### src/rtl/pe_array_feeder_if.sv
// Bundle of the job-control, operand-input and array-edge signals of the
// systolic-array left-edge feeder. The master side is whoever issues jobs and
// supplies vectors. The slave side is the feeder itself.
interface pe_array_feeder_if #(
    parameter int DATA_W = 16,
    parameter int ROWS   = 4,
    parameter int LEN_W  = 8
);
    logic                   start;
    logic [LEN_W-1:0]       len;
    logic                   in_valid;
    logic                   in_ready;
    logic [ROWS*DATA_W-1:0] in_data;
    logic [ROWS*DATA_W-1:0] edge_data;
    logic [ROWS-1:0]        edge_valid;
    logic                   busy;
    logic                   done;

    modport master (
        output start, len, in_valid, in_data,
        input  in_ready, edge_data, edge_valid, busy, done
    );

    modport slave (
        input  start, len, in_valid, in_data,
        output in_ready, edge_data, edge_valid, busy, done
    );
endinterface

### src/rtl/pe_array_feeder.sv
// Left-edge sequencer for a ROWS x COLS systolic array of registered PEs.
// It accepts a job of len vectors through valid/ready and skews each vector so
// that row r sees its element r cycles after row 0. It then idles the edge with
// zeros for ROWS+COLS-1 cycles, so the last wavefront clears the array, and
// pulses done.
module pe_array_feeder #(
    parameter int DATA_W = 16,
    parameter int ROWS   = 4,
    parameter int COLS   = 4,
    parameter int LEN_W  = 8
) (
    input  logic               clk,
    input  logic               reset,
    pe_array_feeder_if.slave   bus
);
    // Drain length: a wavefront needs ROWS-1 extra cycles of skew plus COLS
    // hops to leave the bottom-right PE.
    localparam int D       = ROWS + COLS - 1;
    localparam int DRAIN_W = $clog2(D + 1);

    typedef enum logic [1:0] {
        IDLE  = 2'd0,
        FEED  = 2'd1,
        DRAIN = 2'd2,
        DONE  = 2'd3
    } state_t;

    state_t               state_q, state_d;
    logic [LEN_W-1:0]     len_q, len_d;
    logic [LEN_W-1:0]     acc_cnt_q, acc_cnt_d;
    logic [DRAIN_W-1:0]   drain_cnt_q, drain_cnt_d;
    logic [LEN_W-1:0]     acc_inc;
    logic                 accept;

    // Handshake and status decode straight from the state register.
    assign bus.in_ready = (state_q == FEED);
    assign bus.busy     = (state_q != IDLE);
    assign bus.done     = (state_q == DONE);
    assign accept       = bus.in_valid & bus.in_ready;
    assign acc_inc      = acc_cnt_q + LEN_W'(1);

    // Next-state and counter logic for the IDLE->FEED->DRAIN->DONE job sequence.
    always_comb begin
        // NOTE: every signal gets a default before the case so that no path
        // leaves one unassigned, which would infer a latch.
        state_d     = state_q;
        len_d       = len_q;
        acc_cnt_d   = acc_cnt_q;
        drain_cnt_d = drain_cnt_q;
        case (state_q)
            IDLE: begin
                if (bus.start) begin
                    if (bus.len != '0) begin
                        state_d   = FEED;
                        len_d     = bus.len;
                        acc_cnt_d = '0;
                    end else begin
                        state_d = DONE;
                    end
                end
            end
            FEED: begin
                if (accept) begin
                    acc_cnt_d = acc_inc;
                    if (acc_inc == len_q) begin
                        state_d     = DRAIN;
                        drain_cnt_d = '0;
                    end
                end
            end
            DRAIN: begin
                if (drain_cnt_q == DRAIN_W'(D - 1)) begin
                    state_d = DONE;
                end else begin
                    drain_cnt_d = drain_cnt_q + DRAIN_W'(1);
                end
            end
            DONE: begin
                state_d = IDLE;
            end
            default: begin
                state_d = IDLE;
            end
        endcase
    end

    // Control registers: state, latched job length and the two counters.
    always_ff @(posedge clk or posedge reset) begin
        if (reset) begin
            state_q     <= IDLE;
            len_q       <= '0;
            acc_cnt_q   <= '0;
            drain_cnt_q <= '0;
        end else begin
            // NOTE: sequential state uses non-blocking assignments so every
            // flop samples its pre-edge inputs regardless of statement order.
            state_q     <= state_d;
            len_q       <= len_d;
            acc_cnt_q   <= acc_cnt_d;
            drain_cnt_q <= drain_cnt_d;
        end
    end

    // One skew shift register per row: row r is r+1 stages deep. A stage
    // carries data and valid together, and data is zero whenever valid is zero.
    for (genvar r = 0; r < ROWS; r++) begin : g_row
        logic [r:0][DATA_W-1:0] data_q, data_d;
        logic [r:0]             valid_q, valid_d;

        // Inject this row's element on an accept, or a zero bubble otherwise. Shift the rest.
        always_comb begin
            data_d[0]  = accept ? bus.in_data[r*DATA_W +: DATA_W] : '0;
            valid_d[0] = accept;
            for (int k = 1; k <= r; k++) begin
                data_d[k]  = data_q[k-1];
                valid_d[k] = valid_q[k-1];
            end
        end

        // Skew stages for this row.
        always_ff @(posedge clk or posedge reset) begin
            // NOTE: these datapath stages are reset on purpose. A mid-job reset
            // must not leave stale operands or valids in flight toward the array.
            if (reset) begin
                data_q  <= '0;
                valid_q <= '0;
            end else begin
                data_q  <= data_d;
                valid_q <= valid_d;
            end
        end

        assign bus.edge_data[r*DATA_W +: DATA_W] = data_q[r];
        assign bus.edge_valid[r]                 = valid_q[r];
    end

endmodule

### src/flat_wrapper.sv
// flat-port wrapper written by rule: the top's interface ports become plain ports
module pe_array_feeder_flat 
#(
    parameter int DATA_W = 16,
    parameter int ROWS   = 4,
    parameter int COLS   = 4,
    parameter int LEN_W  = 8
)
  (clk, reset, bus_start, bus_len, bus_in_valid, bus_in_data, bus_in_ready, bus_edge_data, bus_edge_valid, bus_busy, bus_done);
  pe_array_feeder_if #(.DATA_W(DATA_W), .ROWS(ROWS), .LEN_W(LEN_W)) bus_i ();
  input  logic clk;
  input  logic reset;
  input wire logic [$bits(bus_i.start)-1:0] bus_start;
  input wire logic [$bits(bus_i.len)-1:0] bus_len;
  input wire logic [$bits(bus_i.in_valid)-1:0] bus_in_valid;
  input wire logic [$bits(bus_i.in_data)-1:0] bus_in_data;
  output wire logic [$bits(bus_i.in_ready)-1:0] bus_in_ready;
  output wire logic [$bits(bus_i.edge_data)-1:0] bus_edge_data;
  output wire logic [$bits(bus_i.edge_valid)-1:0] bus_edge_valid;
  output wire logic [$bits(bus_i.busy)-1:0] bus_busy;
  output wire logic [$bits(bus_i.done)-1:0] bus_done;
  assign bus_i.start = bus_start;
  assign bus_i.len = bus_len;
  assign bus_i.in_valid = bus_in_valid;
  assign bus_i.in_data = bus_in_data;
  assign bus_in_ready = bus_i.in_ready;
  assign bus_edge_data = bus_i.edge_data;
  assign bus_edge_valid = bus_i.edge_valid;
  assign bus_busy = bus_i.busy;
  assign bus_done = bus_i.done;
  pe_array_feeder #(.DATA_W(DATA_W), .ROWS(ROWS), .COLS(COLS), .LEN_W(LEN_W)) u_core (.clk(clk), .reset(reset), .bus(bus_i));
endmodule
### config.mk
export PLATFORM = sky130hd
export DESIGN_NAME = pe_array_feeder_flat
export DESIGN_NICKNAME = d
export VERILOG_FILES = /design/src/rtl/pe_array_feeder_if.sv /design/src/rtl/pe_array_feeder.sv /design/src/flat_wrapper.sv
export SDC_FILE = /design/constraint.sdc
export NUM_CORES = 1
export LEC_CHECK = 0
export CAP_MARGIN = 20
export CORE_UTILIZATION = 45
export DETAILED_ROUTE_END_ITERATION = 10
export MAX_ROUTING_LAYER = met4
export PLACE_DENSITY_LB_ADDON = 0.1
export SYNTH_ARGS = -nofsm -noshare
export SYNTH_HDL_FRONTEND = slang
export SYNTH_SLANG_ARGS = --single-unit
### constraint.sdc
create_clock -name clk -period 7.9 [get_ports clk]
set_input_delay 1.185 -clock clk [delete_from_list [all_inputs] [get_ports clk]]
set_output_delay 1.185 -clock clk [all_outputs]
set_load 0.1 [all_outputs]
; Word level (Yosys, flattened, before mapping)
; Cells that the tools add are included.
[op_classes]
addsub = 2
n_mul = 0
n_div = 0
n_lt_le_gt_ge = 0
eq_ne = 11
n_shift = 0
mux = 18
n_bitwise = 1
reduce_logical = 9
[op_table]
columns = op, count
row1 = 16-bit 2-to-1 mux, 4
row2 = 8-bit 2-to-1 mux, 3
row3 = 8-bit case mux with 2 select lines, 1
row4 = 4-bit AND reduction, 3
row5 = 2-bit 2-to-1 mux, 5
row6 = 3-bit 2-to-1 mux, 3
row7 = 8-bit by 1-bit adder with 8-bit output (second input constant), 1
row8 = 8-bit == test, 1
row9 = 2-bit inequality test (second input constant), 4
row10 = 2-bit case mux with 4 select lines, 1
row11 = 8-bit nonzero test, 1
row12 = 3-bit case mux with 2 select lines, 1
row13 = 2-bit nonzero test, 3
row14 = 2-bit == test (second input constant), 2
row15 = 2-bit by 1-bit inequality test with 1-bit output (second input constant), 2
row16 = 3-bit by 1-bit adder with 3-bit output (second input constant), 1
row17 = 3-bit == test (second input constant), 1
row18 = 3-bit AND reduction, 1
row19 = 2-bit by 1-bit == test with 1-bit output (second input constant), 1
row20 = 2-bit zero test, 1
row21 = 1-bit bitwise AND, 1
[totals]
ff_bits = 191
latch_bits = 0
ramBits = 0
mem_bits_ro = 0
output_inout_bits = 71
n_memories = 0

; Longest topological paths before layout
; Gate-level depths: netlist of run 1.
[logic_depth]
word_depth = 5
depth_mapped = 9

; Least setup slack after synthesis of run 1
; Ideal clock, no wire load.
[synth_path]
path_type = input-to-reg
startpoint = input port bus_len[5]
endpoint = register u_core.len_q[0]
arrival_ns = 2.421
path_slack_ns = 5.354
cell_stages = 5
n_path_buf = 1
path_cell_list = nor4_1 a21bo_2 or2_2 clkbuf_1 mux2_2
[synth_between]
elab_chain_cells = 2
[synth_rtl]
columns = element, line_no
row1 = start: declaration, flat_wrapper.sv:14  ; input wire logic [$bits(bus_i.len)-1:0] bus_len;
row2 = 8-bit nonzero test, pe_array_feeder.sv:53  ; if (bus.len != '0) begin
row3 = 3-bit AND reduction (no line), -
row4 = end signal: assignment, pe_array_feeder.sv:98  ; len_q <= len_d;
row5 = end: declaration, pe_array_feeder.sv:29  ; logic [LEN_W-1:0] len_q, len_d;
; No other way between the ends.
; A chain may end at the register's enable or synchronous reset.

; Worst setup path in the final report of run 1
[layout_path]
startpoint = register u_core.state_q[1]
endpoint = output port bus_in_ready
[layout_between]
elab_chain_cells = 1
[layout_rtl]
columns = element, line_no
row1 = start: declaration, pe_array_feeder.sv:28  ; state_t state_q, state_d;
row2 = start signal: assignment, pe_array_feeder.sv:97  ; state_q <= state_d;
row3 = 2-bit by 1-bit == test with 1-bit output, pe_array_feeder.sv:36  ; assign bus.in_ready = (state_q == FEED);
row4 = end: declaration, flat_wrapper.sv:17  ; output wire logic [$bits(bus_i.in_ready)-1:0] bus_in_ready;
; No other way between the ends.

==> impl_results.md, run 1 <==
- Post-Syn Area: 0.00598 mm2
- Max cap viols: 0
- Yosys reg bits: approximately 190
- EDFF count, synth: 0
- I/O Buffers: 146
- Die width: 117 um
- Clk root buf: clkbuf_16
- Sw Ratio: 0.385
- Post-CTS Setup Bufs: 0
- Worst setup EP type: output pin
- Total number of vias: ~3500
- Worst r2r src: u_core.acc_cnt_q[0]$_DFFE_PP0P_
- Num rows: between 40 and 50
- CTS resizes: 0
- Slew at the pin closest to its max-slew limit: 1.03 ns
- WP data required: around 6.7 ns
- Slew headroom: 0.312
- Fin Clk Skew: 0.00806 ns
- F_max: 268 MHz
- NetSw: 1.16 mW
- Drt total wl: 10.7 mm
- H-tree levels: 4
- Setup CP Type: flop to output pin
- Reg2reg setup slack: 5.60 ns
- Leak: 4.04 nW
- Count of different cell masters after synthesis: 43
- Worst r2r path cells: 7
- Hold WC Path Type: flop to flop
- Ports: 147
- Power Density: 369 mW/mm2
- Layout cells sized above 1: 0.0947
- GP Congestion: 0.845
- Synth top area share: 0.774
- Top post-synthesis cells by area: dfrtp_1, and3_1, ha_1, mux2_2, clkbuf_1
- Post-layout nets: 620
- Die Y: 117 um
- Detailed-route DRC error count: 0
- Max Slew Vio Count: 0
- Largest net degree at the start of global routing: 126
- Drt wl/cell: 14.9 um
- CTS tree: yes
- Syn Area/Cell: 15.3 um2
- Gr ovfl total: 0
- Number of DRC markers in iteration 0: ~210
- Comb pwr share: 0.331
- Vias per Instance: 4.83
- Mapped Cells: 392
- Core box area: 0.0128 mm2
- CTS sink count: 185
- Fill count: 950
- Sequential-to-total area share from yosys stat: 0.774
- Asr flop ratio synth: 1.00
- Main synth FF type: dfrtp_1
- Clock latency on the worst-skew pair: 0.43 ns
- RSZ-0062 raised after global routing: false
- Vias in the first global route: 3533
- Crit path from: u_core.state_q[1]$_DFFE_PP0P_
- Syn. warnings: 0
- Die area: ~0.014 mm2
- Fin. Hold Viols: 0
- Antenna-violating nets left: 0
- Initial Utilization: 0.468
- Max rail drop VDD: 0.119 mV
- Final setup fails: 0
- Layout Utilization: 0.640
- Outcome: complete, no violations
- Final period util: 0.472
- First-pass iteration count of the detailed router: 4
- Final Critical Period: ~3.7 ns
- CTS clk-pin slew, worst paths: 0.07 ns
- Antenna Cells: 0
- Initial antenna violation count: 0
- Syn nets: 476
- Clk pwr share: 0.276
- Reg2Reg Capture Point: u_core.state_q[0]$_DFFE_PP0P_
- Startpoint types: flop
- CTS buffer count: 17
- Setup TNS: 0 ns
- Power Internal: 1.86 mW
- Synthesis-to-finish area growth: 36.6%
- Worst Path Max Fanout: 16
- Power share of the sequential group: 0.393
- Synth area leader: dfrtp_1
- CP Data Arrival Time: ~2.6 ns
- Cts-stage hold buffer count: 0
- HPWL Detailed: approximately 6.8 mm
- End of the critical path: bus_in_ready
- Max clock buf depth: 2
- GRT Total Usage: 0.178
- First-pass GRT wire length: between 15 and 20 mm
-- worst max-delay path: stages (launching register included) --
cell and delay, ns:
dfrtp_1 0.40, inv_1 0.13, ha_2 0.40, clkdlybuf4s50_1 1.20
-- cell families (layout without fill, tap and decap cells) --
kind of cell,Yosys count,in the layout,share of synthesized area
flip-flops,185,185,0.774
AND/OR/NAND/NOR,109,109,0.109
AO/OA/AOI/OAI,37,37,0.0406
buffers and inverters,32,189,0.0236
XOR/XNOR,11,11,0.0184
multiplexers,10,10,0.0184
adder cells (fa/ha/maj),8,8,0.0167
-- power groups by stage --
| stage | combinational (mW) | clock (mW) | sequential [mW] |
|---|---|---|---|
| after floorplan | 0.357 | 0 | 1.60 |
| after global placement | 0.979 | 0 | 1.20 |
| after detailed placement | 0.993 | 0 | 1.21 |
| after CTS | 0.996 | 0.851 | 1.19 |
| after global routing | 1.06 | 0.891 | 1.21 |
| final | 0.999 | 0.832 | 1.19 |
-- layout make-up --
class / count / area, um2 / share of cell area
timing repair buffer: 148 / 1480 / 0.182
sequential: 185 / 4630 / 0.567
multi-input combinational: 175 / 1210 / 0.149
tap: 172 / 215 / 0.0263
clock inverter: 14 / 148 / 0.0181
clock buffer: 18 / 439 / 0.0537
inverter: 9 / 41.3 / 0.00505
-- per-layer routing --
layer	share of wire	track usage	wire (um)
met5	0	-	0
met1	0.44	0.224	4670
met4	0.025	0.0860	272
met2	0.49	0.266	5270
met3	0.048	0.0496	512
-- flip-flops by register name (all words and copies together) (netlist names) --
register and cells:
u_core.g_row.data_q 16, u_core.g_row.data_d 96, u_core.len_q 8, u_core.drain_cnt_q 3, u_core.acc_cnt_q 8, u_core.state_q 2, u_core.g_row.valid_q 4, u_core.bus.edge_data 48
-- cells in the final DEF, fill, tap and decap left out, types with 3 or more instances in the layout --
cell type,netlist,final
nand4_1,5,5
clkinvlp_4,0,3
inv_6,0,5
inv_1,9,8
inv_8,0,4
nand2b_1,4,4
xnor2_1,6,6
ha_1,8,7
nor2_1,7,7
and3_1,65,65
clkdlybuf4s50_1,0,145
nand3_1,4,4
xor2_1,4,4
mux2_2,8,8
a31oi_1,5,5
clkbuf_16,0,17
a21oi_1,5,5
o211ai_1,4,4
dfrtp_1,185,185
nand2_1,10,10
o21ai_0,12,12
-- worst min-delay path by stage --
stage	from	endpoint	slack, ns	cells after the start
floorplan	u_core.g_row[1].data_d[16]$_DFF_PP0_	u_core.bus.edge_data[16]$_DFF_PP0_	0.33	0
global placement	u_core.g_row[3].data_d[34]$_DFF_PP0_	u_core.g_row[3].data_d[50]$_DFF_PP0_	0.33	0
detailed placement	u_core.g_row[1].data_d[20]$_DFF_PP0_	u_core.bus.edge_data[20]$_DFF_PP0_	0.33	0
CTS	u_core.g_row[3].data_d[55]$_DFF_PP0_	u_core.bus.edge_data[55]$_DFF_PP0_	0.35	0
global route	u_core.g_row[2].data_d[30]$_DFF_PP0_	u_core.g_row[2].data_d[46]$_DFF_PP0_	0.35	0
finish	u_core.g_row[2].data_d[30]$_DFF_PP0_	u_core.g_row[2].data_d[46]$_DFF_PP0_	0.34	0
-- metrics by stage --
step / setup WS, ns / total power [mW] / hold WS (ns) / cell area [um2] / cells
after floorplan: 1.69 / 1.95 / 0.331 / 5980 / 392
final: 4.17 / 3.02 / 0.341 / 8170 / 721
after CTS: 3.46 / 3.04 / 0.346 / 8150 / 720
after detailed placement: 3.93 / 2.20 / 0.335 / 7560 / 688
after global routing: 4.05 / 3.16 / 0.348 / 8170 / 721
after global placement: 3.98 / 2.18 / 0.332 / 7560 / 688
-- Yosys cell counts (all sizes together) (2+ instances only) --
master and instances:
nor2b 2, dfrtp 185, o21ai 12, nand4 6
a21oi 5, nor4 2, inv 9, xor2 4
nor2 7, nand2 10, and3 66, ha 8
o31ai 2, a31oi 5, nand3b 2, nand3 4
buf 4, nor3 3, clkbuf 19, nand2b 4
o211ai 4, mux2i 2, mux2 8, xnor2 6
No activity file was read; power rests on OpenSTA's default activity.
==> run 2: changes to the inputs <==
==> constraint.sdc (replaced) <==
create_clock -name clk -period 3.7 [get_ports clk]
set_input_delay 0.555 -clock clk [delete_from_list [all_inputs] [get_ports clk]]
set_output_delay 0.555 -clock clk [all_outputs]
set_load 0.1 [all_outputs]
==> run 2 against run 1 <==
Against the previous run:
- count of clock-buffer cells in the layout is 2 higher
- final cell count is 0.28% higher
- clock skew is 0.00094 ns lower
- first-iteration DRC count is 17% lower
- sequential power is 110% higher
- cell area is 0.17% higher
- worst setup slack worse by 3.1 ns
- wire length is 1.4% lower
- sequential cell count stayed put
- worst hold slack better by 0.0035 ns
==> impl_results.md, run 2 (same netlist as run 1, synthesis figures left out) <==
- Outcome: complete, no violations
- GR Util met3: 0.0447
- Antenna-violating nets left: 0
- Max clock buf depth: 2
- Hold slack: 0.344 ns
- Power share of the sequential group: 0.395
- Clk root buf: clkbuf_16
- Most frequent cells in the layout: dfrtp_1, clkdlybuf4s50_1, and3_1
- Detailed-route DRC error count: 0
- HPWL Detailed: 6.92 mm
- Die Y: 117 um
- Initial Utilization: 0.468
- First-pass iteration count of the detailed router: 4
- Antenna Cells: 0
- Final WS setup: between 1 and 1.5 ns
- Die width: 117 um
- Post-CTS Setup Bufs: 0
- I/O Buffers: ~150
- Worst Path Max Fanout: 3
- CTS tree: yes
- Max Slew Vio Count: 0
- Vias in the first global route: 3429
- GP Congestion: 0.864
- Setup TNS: 0 ns
- Power Density: 785 mW/mm2
- Startpoint types: flop
- Drt total wl: roughly 11 mm
- Slew headroom: 0.310
- NetSw: between 2 and 2.5 mW
- Max rail drop VDD: 0.385 mV
- Layout cells sized above 1: 0.0998
- Fin. Hold Viols: 0
- Worst setup EP type: output pin
- Final Non-Filler Cells: 723
- CTS resizes: 0
- Synthesis-to-finish area growth: 36.8%
- H-tree levels: 4
- Number of DRC markers in iteration 0: 170
- Core box area: 0.0128 mm2
- Vias per Instance: 4.69
- Power Internal: about 4.0 mW
- Placed insts: 691
- Place WS: 1.18 ns
- Final Power: 6.42 mW
- WP data required: between 3 and 4 ns
- Hold WC Path Type: flop to flop
- Setup CP Type: flop to output pin
- Sw Ratio: 0.375
- Most Crowded Layer GR: met2
- Fin Clk Skew: 0.00713 ns
- Final Critical Period: 2.63 ns
- Total number of vias: about 3400
- CP Data Arrival Time: 2.07 ns
- Slew at the pin closest to its max-slew limit: 1.03 ns
- Max cap viols: 0
- Final period util: 0.711
- RSZ-0062 raised after global routing: false
- Drt wl/cell: 14.6 um
- Num rows: 41
- Post-layout nets: a little over 600
- Ports: between 100 and 150
- Comb pwr share: 0.329
- Global routing usage on met2: 0.267
- Max reg flops: 96
- Clk pwr share: 0.276
- Gr ovfl total: 0
- F_max: 380 MHz
- Commonest non-fill, non-tap cell in the layout: dfrtp_1
- Met1 usage: 0.222
- Initial antenna violation count: 0
- Leak: a little over 4 nW
- Die area: roughly 0.014 mm2
- CTS sink count: 185
- Clock latency on the worst-skew pair: 0.41 ns
- Largest net degree at the start of global routing: 138
- Final setup fails: 0
- CTS buffer count: 17
- Cts-stage hold buffer count: 0
- First-pass GRT wire length: 17.7 mm
- GRT Total Usage: 0.176
- CTS clk-pin slew, worst paths: 0.06 ns
run 2: per-stage QoR:
| step | area, um2 | utilization |
|---|---|---|
| 6_report | 8190 | 0.641 |
| 5_1_grt | 8190 | 0.641 |
| 3_3_place_gp | 7590 | 0.594 |
| 2_1_floorplan | 5990 | - |
| 3_5_place_dp | 7590 | 0.594 |
| 4_1_cts | 8190 | 0.641 |
run 2: critical path, stage by stage (launching register included):
cell,delay (ns)
dfrtp_1,0.38
ha_1,0.16
clkdlybuf4s50_1,1.12
run 2: layer usage:
metal	part of all wire	vias up
li1	-	1623
met1	0.43	1647
met2	0.50	99
met3	0.043	21
met4	0.023	0
met5	0	-
run 2: area by class of cell:
| class | count | area [um2] |
|---|---|---|
| fill | 934 | 4590 |
| clock inverter | 12 | 138 |
| inverter | 9 | 37.5 |
| tap | 172 | 215 |
| multi-input combinational | 175 | 1210 |
| clock buffer | 20 | 457 |
| timing repair buffer | 150 | 1490 |
| sequential | 185 | 4630 |
run 2: final timing paths:
check	end	slack [ns]	from	cells past startpoint
min reg2reg	u_core.g_row[3].data_d[48]$_DFF_PP0_	0.34	u_core.g_row[3].data_d[32]$_DFF_PP0_	0
max reg2reg	u_core.state_q[0]$_DFFE_PP0P_	1.43	u_core.acc_cnt_q[0]$_DFFE_PP0P_	7
min	u_core.g_row[3].data_d[48]$_DFF_PP0_	0.34	u_core.g_row[3].data_d[32]$_DFF_PP0_	0
max in group asynchronous	u_core.bus.edge_data[58]$_DFF_PP0_	2.49	reset	3
max	bus_done	1.07	u_core.state_q[0]$_DFFE_PP0P_	2
min in group asynchronous	u_core.bus.edge_data[42]$_DFF_PP0_	0.72	reset	3
run 2: power groups by stage:
stage	registers (mW)	clock network (mW)	logic, mW
after floorplan	3.41	0	0.762
after global placement	2.56	0	2.09
after detailed placement	2.58	0	2.13
after CTS	2.55	1.83	2.13
after global routing	2.58	1.91	2.24
final	2.54	1.77	2.11
